--- config.mk ---
export PLATFORM = sky130hd
export DESIGN_NAME = tdc_meas_ctrl
export DESIGN_NICKNAME = d
export VERILOG_FILES = /design/src/rtl/tdc_meas_ctrl.sv
export SDC_FILE = /design/constraint.sdc
export NUM_CORES = 1
export LEC_CHECK = 0
export CAP_MARGIN = 25
export CORE_MARGIN = 3
export CORE_UTILIZATION = 40
export CTS_CLUSTER_SIZE = 12
export DETAILED_ROUTE_END_ITERATION = 8
export MAX_ROUTING_LAYER = met4
export PLACE_DENSITY = 0.56
export SLEW_MARGIN = 20
export SYNTH_ARGS = -nofsm -noshare
export SYNTH_HDL_FRONTEND = slang
export SYNTH_SLANG_ARGS = --single-unit
--- constraint.sdc ---
create_clock -name clk -period 17.65 [get_ports clk]
set_input_delay 2.6475 -clock clk [delete_from_list [all_inputs] [get_ports clk]]
set_output_delay 2.6475 -clock clk [all_outputs]
set_load 0.02 [all_outputs]
--- src/rtl/tdc_meas_ctrl.sv ---
// TDC measurement sequencer: clear, arm, wait for hit, settle, capture.
// Results are queued in a small FIFO and streamed out over valid/ready.
module tdc_meas_ctrl #(
  parameter int DIG_W         = 24,
  parameter int SETTLE_CYCLES = 17,
  parameter int RST_CYCLES    = 2,
  parameter int TIMEOUT_W     = 16,
  parameter int FIFO_DEPTH    = 4,
  parameter int SEQ_W         = 8
) (
  input  logic                           clk,
  input  logic                           rst,
  input  logic                           start,
  input  logic                           cont_mode,
  input  logic                           stop,
  input  logic [TIMEOUT_W-1:0]           timeout_val,
  input  logic                           hit_async,
  input  logic [DIG_W-1:0]               tdc_word,
  output logic                           tdc_rst,
  output logic                           armed,
  output logic                           busy,
  output logic                           m_valid,
  input  logic                           m_ready,
  output logic [DIG_W-1:0]               m_data,
  output logic [SEQ_W-1:0]               m_seq,
  output logic                           m_timeout,
  output logic [$clog2(FIFO_DEPTH):0]    fifo_level,
  output logic [7:0]                     drop_cnt
);

  localparam int AW = $clog2(FIFO_DEPTH);
  localparam int LW = AW + 1;
  localparam logic [3:0] RST_LAST = 4'(RST_CYCLES - 1);
  localparam logic [7:0] SETTLE_LAST = 8'(SETTLE_CYCLES - 1);
  localparam logic [LW-1:0] FULL_LVL = LW'(FIFO_DEPTH);

  typedef enum logic [2:0] {
    S_IDLE,
    S_CLEAR,
    S_ARMED,
    S_SETTLE,
    S_CAPTURE
  } state_t;

  state_t state_q, state_d;

  logic hs1_q, hs2_q, hs3_q;
  logic hit_edge;

  logic                 cont_q, cont_d;
  logic                 stop_pend_q, stop_pend_d;
  logic [TIMEOUT_W-1:0] tmo_val_q, tmo_val_d;
  logic [TIMEOUT_W-1:0] tmo_cnt_q, tmo_cnt_d;
  logic [3:0]           rst_cnt_q, rst_cnt_d;
  logic [7:0]           settle_cnt_q, settle_cnt_d;
  logic                 cap_tmo_q, cap_tmo_d;
  logic [SEQ_W-1:0]     seq_q, seq_d;
  logic                 push;
  logic                 tmo_hit;

  logic [DIG_W-1:0] dat_q [FIFO_DEPTH];
  logic [DIG_W-1:0] dat_d [FIFO_DEPTH];
  logic [SEQ_W-1:0] sq_q  [FIFO_DEPTH];
  logic [SEQ_W-1:0] sq_d  [FIFO_DEPTH];
  logic             tf_q  [FIFO_DEPTH];
  logic             tf_d  [FIFO_DEPTH];
  logic [AW-1:0]    wr_ptr_q, wr_ptr_d;
  logic [AW-1:0]    rd_ptr_q, rd_ptr_d;
  logic [LW-1:0]    level_q, level_d;
  logic [7:0]       drop_q, drop_d;
  logic             pop, full, wr, drop;

  assign hit_edge = hs2_q & ~hs3_q;
  assign tmo_hit  = (tmo_val_q != '0) &&
                    (tmo_cnt_q == tmo_val_q - TIMEOUT_W'(1));

  always_comb begin
    state_d      = state_q;
    cont_d       = cont_q;
    stop_pend_d  = stop_pend_q;
    tmo_val_d    = tmo_val_q;
    tmo_cnt_d    = tmo_cnt_q;
    rst_cnt_d    = rst_cnt_q;
    settle_cnt_d = settle_cnt_q;
    cap_tmo_d    = cap_tmo_q;
    seq_d        = seq_q;
    push         = 1'b0;
    unique case (state_q)
      S_IDLE: begin
        stop_pend_d = 1'b0;
        if (start) begin
          cont_d    = cont_mode;
          tmo_val_d = timeout_val;
          rst_cnt_d = '0;
          state_d   = S_CLEAR;
        end
      end
      S_CLEAR: begin
        tmo_cnt_d = '0;
        if (stop) begin
          cont_d      = 1'b0;
          stop_pend_d = 1'b1;
          rst_cnt_d   = '0;
        end else if (rst_cnt_q == RST_LAST) begin
          state_d = stop_pend_q ? S_IDLE : S_ARMED;
        end else begin
          rst_cnt_d = rst_cnt_q + 4'd1;
        end
      end
      S_ARMED: begin
        if (stop) begin
          cont_d      = 1'b0;
          stop_pend_d = 1'b1;
          rst_cnt_d   = '0;
          state_d     = S_CLEAR;
        end else if (hit_edge) begin
          settle_cnt_d = '0;
          cap_tmo_d    = 1'b0;
          state_d      = S_SETTLE;
        end else if (tmo_hit) begin
          cap_tmo_d = 1'b1;
          state_d   = S_CAPTURE;
        end else begin
          tmo_cnt_d = tmo_cnt_q + TIMEOUT_W'(1);
        end
      end
      S_SETTLE: begin
        if (stop) begin
          cont_d      = 1'b0;
          stop_pend_d = 1'b1;
          rst_cnt_d   = '0;
          state_d     = S_CLEAR;
        end else if (settle_cnt_q == SETTLE_LAST) begin
          state_d = S_CAPTURE;
        end else begin
          settle_cnt_d = settle_cnt_q + 8'd1;
        end
      end
      S_CAPTURE: begin
        push      = 1'b1;
        seq_d     = seq_q + SEQ_W'(1);
        rst_cnt_d = '0;
        if (stop) begin
          cont_d      = 1'b0;
          stop_pend_d = 1'b1;
          state_d     = S_CLEAR;
        end else begin
          state_d = cont_q ? S_CLEAR : S_IDLE;
        end
      end
      default: state_d = S_IDLE;
    endcase
  end

  // Full FIFO with a simultaneous pop still accepts the push.
  always_comb begin
    pop      = (level_q != '0) & m_ready;
    full     = (level_q == FULL_LVL);
    wr       = push & (~full | pop);
    drop     = push & full & ~pop;
    dat_d    = dat_q;
    sq_d     = sq_q;
    tf_d     = tf_q;
    wr_ptr_d = wr_ptr_q;
    rd_ptr_d = rd_ptr_q;
    level_d  = level_q;
    drop_d   = drop_q;
    if (wr) begin
      dat_d[wr_ptr_q] = cap_tmo_q ? '0 : tdc_word;
      sq_d[wr_ptr_q]  = seq_q;
      tf_d[wr_ptr_q]  = cap_tmo_q;
      wr_ptr_d        = wr_ptr_q + AW'(1);
    end
    if (pop) rd_ptr_d = rd_ptr_q + AW'(1);
    if (wr & ~pop) level_d = level_q + LW'(1);
    else if (~wr & pop) level_d = level_q - LW'(1);
    if (drop && drop_q != 8'hFF) drop_d = drop_q + 8'd1;
  end

  always_ff @(posedge clk or posedge rst) begin
    if (rst) begin
      state_q      <= S_IDLE;
      hs1_q        <= 1'b0;
      hs2_q        <= 1'b0;
      hs3_q        <= 1'b0;
      cont_q       <= 1'b0;
      stop_pend_q  <= 1'b0;
      tmo_val_q    <= '0;
      tmo_cnt_q    <= '0;
      rst_cnt_q    <= '0;
      settle_cnt_q <= '0;
      cap_tmo_q    <= 1'b0;
      seq_q        <= '0;
      wr_ptr_q     <= '0;
      rd_ptr_q     <= '0;
      level_q      <= '0;
      drop_q       <= '0;
      for (int i = 0; i < FIFO_DEPTH; i++) begin
        dat_q[i] <= '0;
        sq_q[i]  <= '0;
        tf_q[i]  <= 1'b0;
      end
    end else begin
      state_q      <= state_d;
      hs1_q        <= hit_async;
      hs2_q        <= hs1_q;
      hs3_q        <= hs2_q;
      cont_q       <= cont_d;
      stop_pend_q  <= stop_pend_d;
      tmo_val_q    <= tmo_val_d;
      tmo_cnt_q    <= tmo_cnt_d;
      rst_cnt_q    <= rst_cnt_d;
      settle_cnt_q <= settle_cnt_d;
      cap_tmo_q    <= cap_tmo_d;
      seq_q        <= seq_d;
      wr_ptr_q     <= wr_ptr_d;
      rd_ptr_q     <= rd_ptr_d;
      level_q      <= level_d;
      drop_q       <= drop_d;
      dat_q        <= dat_d;
      sq_q         <= sq_d;
      tf_q         <= tf_d;
    end
  end

  assign tdc_rst    = (state_q == S_CLEAR);
  assign armed      = (state_q == S_ARMED);
  assign busy       = (state_q != S_IDLE);
  assign m_valid    = (level_q != '0);
  assign m_data     = dat_q[rd_ptr_q];
  assign m_seq      = sq_q[rd_ptr_q];
  assign m_timeout  = tf_q[rd_ptr_q];
  assign fifo_level = level_q;
  assign drop_cnt   = drop_q;

endmodule

==> flow_metrics.tcl <==
set metrics [dict create \
    status "complete, no violations" \
    gp_congestion 0.759 \
    crit_family "buffers and inverters" \
    r2r_slack_ns 14.28 \
    worstSkewPairLatency_ns 0.51 \
    synth.distinct_cells 61 \
    h-tree-depth 1 \
    nNetsFinal 1017 \
    via_per_inst 5.13 \
    wl_mm 20.9 \
    antenna_cells 0 \
    hpwlAfterDp_mm 13.7 \
    yosysWarningCount 0 \
    grt_pass1_wl_mm 35.8 \
    clock.fmax_mhz 181 \
    netlist_instances 877 \
    power_density_nw_per_um2 129 \
    drv_cap 0 \
    syn_nets 938 \
    min_to "hs2_q$_DFF_PP0_" \
    synth_common_cells "208 x dfrtp_1, 134 x nand2_1, 116 x o21ai_0, 53 x mux2_2, 42 x clkbuf_1" \
    die_x_um 163 \
    tightest_slew_ns 0.906 \
    start_util 0.412 \
    drt_iter0_markers 322 \
    vdd_drop_max_mv 0.0753 \
    clk_pin_slew_ns 0.06 \
    min_period_ns 5.52 \
    reg2reg_to "tmo_cnt_q[6]$_DFFE_PP0P_" \
    grt_pass1_vias 6835 \
    synth_ff_type "dfrtp_1" \
    slew_viol_final 0 \
    post-cts-setup-buffer-count 0 \
    tritoncts "yes" \
    r2r_start "tmo_val_q[0]$_DFFE_PP0P_" \
    dr.pass1.iters 4 \
    power_leakage_uw 0.00514 \
    place_inst 1249 \
    yosysTopAreaCell "dfrtp_1" \
    synthArstFlopShare 1.00 \
    holdBufCountCts 0 \
    end_kind "primary output" \
    syn_area_per_cell_sq_um 11.2 \
    syn_area_sq_um 9810 \
    vias 6625 \
    cts_buffers 24 \
    ys_ff_latch 208 \
    drcViolationCount 0 \
    num_rows 56 \
    critPathKind "reg2out" \
    worstHoldPathType "reg2reg" \
    yosysMostFrequentCell "dfrtp_1" \
    path_cells "buf_4 -> mux4_2 -> clkdlybuf4s50_1" \
    core_region_area_sq_um 23800 \
    layout.cells.non_filler 1292 \
    crit_required_ns 15.00 \
    hold_viol_final 0 \
    ios 95 \
    holdCritStartpoint "hs1_q$_DFF_PP0_" \
    grt_usage 0.169 \
    wire_per_inst_um 16.2 \
    gr-total-overflow 0 \
    cts.sinks 208 \
    r2r_cells 10 \
    cts_resized 0 \
    max_stage_delay_ns 0.67 \
    relSlewSlack 0.396 \
    clockBufferDepth 3 \
    antenna_found_initial 0 \
    cp_data_arrival_time_ns 2.87 \
    post-route-period-util 0.313 \
    min_path_cells 0 \
    power_uw 1520 \
    drive_gt1_frac 0.150 \
    die_y_um 163 \
    critPathSlowestCell "dfrtp_2" \
    finClkSkew_ns 0.0151 \
    yosysSeqAreaShare 0.530 \
    cp-start-kind "flop" \
    synth.area.top_cells "dfrtp_1 53%, mux4_2 7.6%, mux2_2 6.1%, o21ai_0 5.9%, nand2_1 5.1%" \
    path_max_fanout 22 \
    synth_top_cell_area_share 0.530 \
    cp_num_buf_inv 2 \
    grt_max_degree 130 \
    area_growth_pct 20.6 \
    finalSetupTns_ns 0 \
    synth-edff-count 0 \
    io_buffers 94 \
    rsz0062_at_grt "no" \
    root_buffer "clkbuf_16" \
    finalSetupViolations 0 \
    postRouteAntennaNets 0 \
    die_area_sq_um 26500 \
]
-- registers in the layout (all words and copies together), names as in the netlist --
name,flops
dat_q,96
tf_q,4
wr_ptr_q,2
rst_cnt_q,4
tmo_val_q,16
fifo_level,3
drop_cnt,8
hs3_q,1
rd_ptr_q,2
seq_q,8
hs1_q,1
hs2_q,1
cap_tmo_q,1
sq_q,32
state_q,3
tmo_cnt_q,16
cont_q,1
settle_cnt_q,8
stop_pend_q,1
-- worst reg2reg max path, cell delays in order, from the launching register on --
cell       delay [ns]
dfrtp_1          0.45
inv_1            0.10
ha_1             0.40
nor4b_1          0.64
a21oi_1          0.14
o2111a_1         0.25
o2111ai_1        0.33
a2111oi_4        0.09
buf_4            0.24
or4_1            0.50
a21oi_1          0.15
-- metal layers --
layer	GRT usage	up-vias	wire length [um]	part of all wire
met5	-	-	0	0
met4	0.0346	0	259	0.012
met3	0.0267	26	909	0.044
met2	0.264	96	9570	0.46
met1	0.238	3242	10100	0.49
li1	-	3261	-	-
-- cell families after synthesis --
group / after synthesis / synth area share
buffers and inverters: 64 / 0.0266
AND/OR/NAND/NOR: 282 / 0.138
multiplexers: 91 / 0.142
adder cells (fa/ha/maj): 14 / 0.0186
XOR/XNOR: 45 / 0.0402
flip-flops: 208 / 0.530
AO/OA/AOI/OAI: 173 / 0.104
-- cell type report --
cell class / count / area (sq um)
Tap cell: 319 / 399
Timing Repair Buffer: 103 / 1070
Multi-Input combinational cell: 605 / 4360
Sequential cell: 208 / 5210
Inverter: 14 / 60.1
Clock inverter: 5 / 27.5
Clock buffer: 38 / 714
Fill cell: 2191 / 12000
-- metrics by stage --
stage                util  hold slack [ns]  instance area (sq um)  setup WS (ns)
floorplan               -            0.331                   9810           9.32
global placement    0.462            0.336                  11000          12.50
detailed placement  0.465            0.339                  11100          12.54
CTS                 0.497            0.353                  11800          12.05
global route        0.497            0.358                  11800          11.92
finish              0.497            0.350                  11800          12.13
-- where the power goes --
part,switching [uW],total (uW),internal [uW]
clock,189,466,276
sequential,88.9,648,559
combinational,206,410,203
total,485,1520,1040
-- cell usage in the layout (no fill, tap or decap), types with 3 or more instances in the layout --
cell	instances
mux2_2	53
o31ai_1	7
xor2_1	19
o211ai_1	7
nor2_1	35
nand2b_1	27
clkbuf_1	9
buf_4	3
nand2_2	4
dfrtp_1	207
inv_1	13
nor3_1	8
clkbuf_8	4
xnor2_1	26
clkbuf_16	25
buf_12	4
and2_1	4
mux4_2	33
o2111a_1	3
ha_1	13
a21oi_1	14
o21ai_0	116
nand4_1	9
clkinv_2	4
nand2_1	130
nand3_1	23
clkdlybuf4s50_1	94
nor4b_1	4
nor2b_1	4
mux2i_1	5
or3_1	13
and3_1	6
-- worst max-delay path by stage --
stage	startpoint	endpoint	cells past startpoint	slack, ns
floorplan	rst	cap_tmo_q$_DFFE_PP0P_	1	9.32
CTS	rd_ptr_q[0]$_DFFE_PP0P_	m_data[6]	3	12.05
detailed placement	stop	settle_cnt_q[7]$_DFFE_PP0P_	7	12.54
finish	rd_ptr_q[0]$_DFFE_PP0P_	m_data[23]	3	12.13
global route	rd_ptr_q[0]$_DFFE_PP0P_	m_data[23]	3	11.92
global placement	m_ready	tf_q[2]$_DFFE_PP0P_	5	12.50
(Power assumes the default switching activity.)
